$ cat src/rtl/fetch_controller.sv
// Instruction-fetch sequencer: owns the architectural PC, runs one imem transaction at a time and
// hands each instruction to decode with a valid/stall handshake; trap beats redirect.
module fetch_controller #(
  parameter int unsigned           ADDR_WIDTH   = 32,
  parameter logic [ADDR_WIDTH-1:0] RESET_VECTOR = 32'h0000_0000,
  parameter logic [ADDR_WIDTH-1:0] TRAP_VECTOR  = 32'h0000_0100
) (
  input  logic                  clk_i,
  input  logic                  rst_n_i,
  input  logic                  stall_i,
  input  logic                  redirect_i,
  input  logic [ADDR_WIDTH-1:0] redirect_pc_i,
  input  logic                  trap_i,
  input  logic                  halt_i,
  output logic                  imem_req_o,
  output logic [ADDR_WIDTH-1:0] imem_addr_o,
  input  logic                  imem_gnt_i,
  input  logic                  imem_rvalid_i,
  input  logic [31:0]           imem_rdata_i,
  output logic [ADDR_WIDTH-1:0] pc_o,
  output logic                  instr_valid_o,
  output logic [31:0]           instr_o,
  output logic [ADDR_WIDTH-1:0] instr_pc_o,
  output logic                  halted_o
);

  typedef enum logic [2:0] {StIdle, StReq, StWait, StHold, StHalted} state_e;

  state_e                state;
  logic                  kill;
  logic                  jump;
  logic [ADDR_WIDTH-1:0] target;
  logic [ADDR_WIDTH-1:0] next_pc;

  assign jump   = trap_i | redirect_i;
  assign target = trap_i ? TRAP_VECTOR : {redirect_pc_i[ADDR_WIDTH-1:2], 2'b00};

  // PC the block moves to this cycle if it leaves its state: a redirect target, the
  // sequential successor when an instruction is consumed, otherwise the current PC.
  always_comb begin
    next_pc = pc_o;
    if (jump) begin
      next_pc = target;
    end else if (state == StHold) begin
      next_pc = pc_o + ADDR_WIDTH'(4);
    end
  end

  logic unused_redirect_lsbs;
  assign unused_redirect_lsbs = ^redirect_pc_i[1:0];

  always_ff @(posedge clk_i) begin
    if (!rst_n_i) begin
      state         <= StIdle;
      kill          <= 1'b0;
      pc_o          <= RESET_VECTOR;
      imem_req_o    <= 1'b0;
      imem_addr_o   <= '0;
      instr_valid_o <= 1'b0;
      instr_o       <= '0;
      instr_pc_o    <= '0;
      halted_o      <= 1'b0;
    end else begin
      case (state)
        StIdle: begin
          pc_o <= next_pc;
          if (halt_i) begin
            state    <= StHalted;
            halted_o <= 1'b1;
          end else begin
            state       <= StReq;
            imem_req_o  <= 1'b1;
            imem_addr_o <= next_pc;
          end
        end
        StReq: begin
          // The request in flight still completes at its original address.
          if (jump) begin
            pc_o <= target;
            kill <= 1'b1;
          end
          if (imem_gnt_i) begin
            state      <= StWait;
            imem_req_o <= 1'b0;
          end
        end
        StWait: begin
          if (imem_rvalid_i) begin
            if (kill || jump) begin
              kill <= 1'b0;
              pc_o <= next_pc;
              if (halt_i) begin
                state    <= StHalted;
                halted_o <= 1'b1;
              end else begin
                state       <= StReq;
                imem_req_o  <= 1'b1;
                imem_addr_o <= next_pc;
              end
            end else begin
              state         <= StHold;
              instr_valid_o <= 1'b1;
              instr_o       <= imem_rdata_i;
              instr_pc_o    <= imem_addr_o;
            end
          end else if (jump) begin
            pc_o <= target;
            kill <= 1'b1;
          end
        end
        StHold: begin
          // A redirect overrides the consume, so stall_i does not matter then.
          if (jump || !stall_i) begin
            instr_valid_o <= 1'b0;
            pc_o          <= next_pc;
            if (halt_i) begin
              state    <= StHalted;
              halted_o <= 1'b1;
            end else begin
              state       <= StReq;
              imem_req_o  <= 1'b1;
              imem_addr_o <= next_pc;
            end
          end
        end
        StHalted: begin
          pc_o <= next_pc;
          if (!halt_i) begin
            state       <= StReq;
            halted_o    <= 1'b0;
            imem_req_o  <= 1'b1;
            imem_addr_o <= next_pc;
          end
        end
        default: state <= StIdle;
      endcase
    end
  end

endmodule

$ cat config.mk
export PLATFORM = sky130hd
export DESIGN_NAME = fetch_controller
export DESIGN_NICKNAME = d
export VERILOG_FILES = /design/src/rtl/fetch_controller.sv
export SDC_FILE = /design/constraint.sdc
export NUM_CORES = 1
export LEC_CHECK = 0
export ABC_AREA = 1
export BUFFER_PORTS_ARGS = -buffer_cell sky130_fd_sc_hd__buf_2
export CAP_MARGIN = 0
export CORE_MARGIN = 1
export CORE_UTILIZATION = 38
export DETAILED_ROUTE_END_ITERATION = 8
export PLACE_DENSITY = 0.69
export SYNTH_ARGS = -nofsm -noshare
export SYNTH_HDL_FRONTEND = slang
export SYNTH_SLANG_ARGS = --single-unit
$ cat constraint.sdc
create_clock -name clk_i -period 1.9 [get_ports clk_i]
set_input_delay 0.285 -clock clk_i [delete_from_list [all_inputs] [get_ports clk_i]]
set_output_delay 0.285 -clock clk_i [all_outputs]
set_load 0.03 [all_outputs]
==> impl_metrics.csv <==
group,metric,value,unit
outcome,status,"complete, no violations",
sta,finalCriticalPeriod,1710,ps
global_routing,grt-ovfl-total,0,
power_and_ir_drop,power.total,9.41,mW
synth,synthArstFlopShare,0,%
synth,synth_top_family_by_area,"simple AND/OR/NAND/NOR gates",
power_and_ir_drop,leakage,4.01,nW
flow_run,drv_cap,0,
synth,synth_compound_area_share,16.8,%
setup_path,cp_max_fo,6,
clock_tree,cts_sinks,135,
sta,setup_slack,187,ps
sta,post-route-period-util,90.2,%
routing,route.detailed.drc,0,
global_routing,grt_pass1_vias,5915,
global_routing,grt_usage,23.3,%
routing,drt_iter0_markers,639,
cells_and_area,syn_to_final_growth,34.3,%
setup_path,cp.required,2180,ps
routing,wl_per_cell,14.5,microns
global_routing,antenna_found_initial,0,
floorplan,die_y,129,microns
power_and_ir_drop,power.density,1150,mW/mm^2
floorplan,start_util,39.6,%
placed_design,place_ws,95.6,ps
synth,synth_edf_count,0,
floorplan,die_area,0.0166,sq mm
sta,report.final.setup_viol,0,
floorplan,row_count,45,
sta,setup-tns-final,0,ps
sta,clock_skew,6.99,ps
cells_and_area,fillCellCount,1560,
synth,synth-seq-cells,135,
setup_path,arrival,1990,ps
setup_path,critPathKind,"flip-flop to flip-flop",
clock_tree,clockBufferDepth,2,
clock_tree,clk_pin_slew,60,ps
placed_design,routabilityCongestion,0.945,
synth,synthXorXnorAreaFrac,0.430,%
floorplan,dieWidth,129,microns
routing,drtPass1Iterations,5,
routing,final_antenna_net_count,0,
synth,synth_simple_gate_area_share,31.0,%
synth,synth_flop_cell,"dfxtp_1",
sta,fmax,584,MHz
clock_tree,ctsHoldBuffers,0,
setup_path,reg2reg_depth,11,
synth,synthAdderAreaFrac,0.205,%
synth,synth_seq_area_share,44.2,%
sta,relSlewSlack,69.8,%
synth,yosys-mux-area-fraction,0,%
cells_and_area,diodes,0,
sta,finalMaxSlewViolations,0,
clock_tree,h-tree-depth,4,
cells_and_area,final_common_cell,"buf_2",
routing,vias,6559,
clock_tree,clk_latency,410,ps
hold_path,hold_class,"primary input to flip-flop",
cells_and_area,drive_gt1_share,28.1,%
setup_path,critPathLaunchType,"flip-flop",
setup_path,endpoint_kind,"flip-flop",
clock_tree,cts_tree,"yes",
cells_and_area,final_cell_mix,"buf_2, nor2_1, nand2_1",
global_routing,grt_first_pass_wirelength,30.0,mm
clock_tree,root_buffer,"clkbuf_16",
sta,tightest_slew,454,ps
placed_design,port_buffers,200,
hold_path,min_path_cells,3,
power_and_ir_drop,ir_drop,889,uV
routing,vias_per_cell,4.98,
floorplan,num_io_pins,203,
clock_tree,cts_buffers,17,
synth,yosys_warnings,0,
routing,routed_wl,19.1,mm
synth,syn-cell-area,0.00611,sq mm
cells_and_area,num-nets-final,1165,
synth,postSynthAreaPerCell,6.92,sq um
placed_design,dpl.hpwl,13.7,mm
synth,ys_types,37,
floorplan,core_area,0.0154,sq mm
sta,hold_violations,0,
synth,syn-num-nets,956,
global_routing,grt_max_degree,69,
synth,postSynthCellCount,883,
-- what timing repair did --
action,4_1_cts,5_1_grt
buffers inserted,0,1
setup endpoints to repair,0,74
hold endpoints to repair,0,0
resized for setup,0,19
-- where the power goes --
part           leakage, nW  internal [mW]  total (mW)  switching (mW)
Sequential            1.10           3.15        3.45           0.298
Clock                0.323           2.51        3.80            1.29
Combinational         2.58          0.674        2.16            1.49
-- sequential cells by signal (all words and copies together), names as in the netlist --
register       flops
halted_o           1
imem_addr_o       32
imem_req_o         1
instr_o           32
instr_pc_o        32
instr_valid_o      1
kill               1
pc_o              32
state              3
-- per-layer routing --
layer / global-route usage (%) / vias to the layer above / wire [microns]
li1: - / 3332 / -
met1: 29.8 / 2996 / 8550
met2: 38.3 / 209 / 9010
met3: 5.82 / 22 / 1190
met4: 8.03 / 0 / 379
met5: 0 / - / 0
-- worst max-delay path, cell delays in order (launching register included) --
cell     delay, ps
dfxtp_1        340
ha_2           220
inv_1           60
nor2_2         140
nand2_4         90
nor2_4         160
buf_4          140
nand4_1         70
nand2_1         80
nand3_1        110
nand3_1        100
a21oi_1         60
-- final timing paths --
path	startpoint	end	slack, ps
max reg2reg	pc_o[2]	pc_o[30]	190
max	pc_o[2]	pc_o[30]	190
min reg2reg	pc_o[0]	pc_o[0]	470
min	imem_rdata_i[30]	instr_o[30]	100
-- metrics by stage --
stage	instances	instance area [sq um]	hold slack, ps	utilization, %
after CTS	1315	8150	79.6	52.8
after global placement	1283	7460	458	48.4
final	1316	8210	95.9	53.2
after global routing	1316	8210	77.2	53.2
after floorplan	883	6110	420	-
after detailed placement	1283	7460	461	48.4
-- Yosys cell counts (2+ instances only) --
library cell / instances / share of area (%)
buf_6: 4 / 0.74
nand2_1: 161 / 9.9
buf_4: 5 / 0.61
a21oi_1: 73 / 6.0
nor2_1: 169 / 10
a31oi_1: 2 / 0.20
xor2_1: 3 / 0.43
o21ai_1: 22 / 1.8
nand3_1: 60 / 4.9
o211ai_1: 2 / 0.25
dfxtp_1: 135 / 44
nand4_1: 18 / 1.8
nor3_1: 10 / 0.82
inv_1: 46 / 2.8
o21ai_0: 96 / 7.9
nor2_4: 2 / 0.37
nor2_2: 9 / 0.92
nand2_2: 4 / 0.41
buf_2: 9 / 0.74
clkbuf_1: 30 / 1.8
inv_2: 6 / 0.37
nand2_4: 2 / 0.37
-- cell families after synthesis --
family                     Yosys count
DFF                                135
adders and majority gates            1
AOI/OAI and AO/OA                  200
xor gates and xnor gates             3
and+or+nand+nor                    442
buffers and inverters              102
-- area by class of cell --
cell class	instances	area (sq um)	area share (%)
Inverter	54	208	2.53
Timing Repair Buffer	238	1340	16.3
Clock buffer	18	439	5.35
Clock inverter	14	246	3.00
Multi-Input combinational cell	646	3000	36.6
Tap cell	211	264	3.22
Sequential cell	135	2710	33.0
Power figures use the tool's default switching activity.
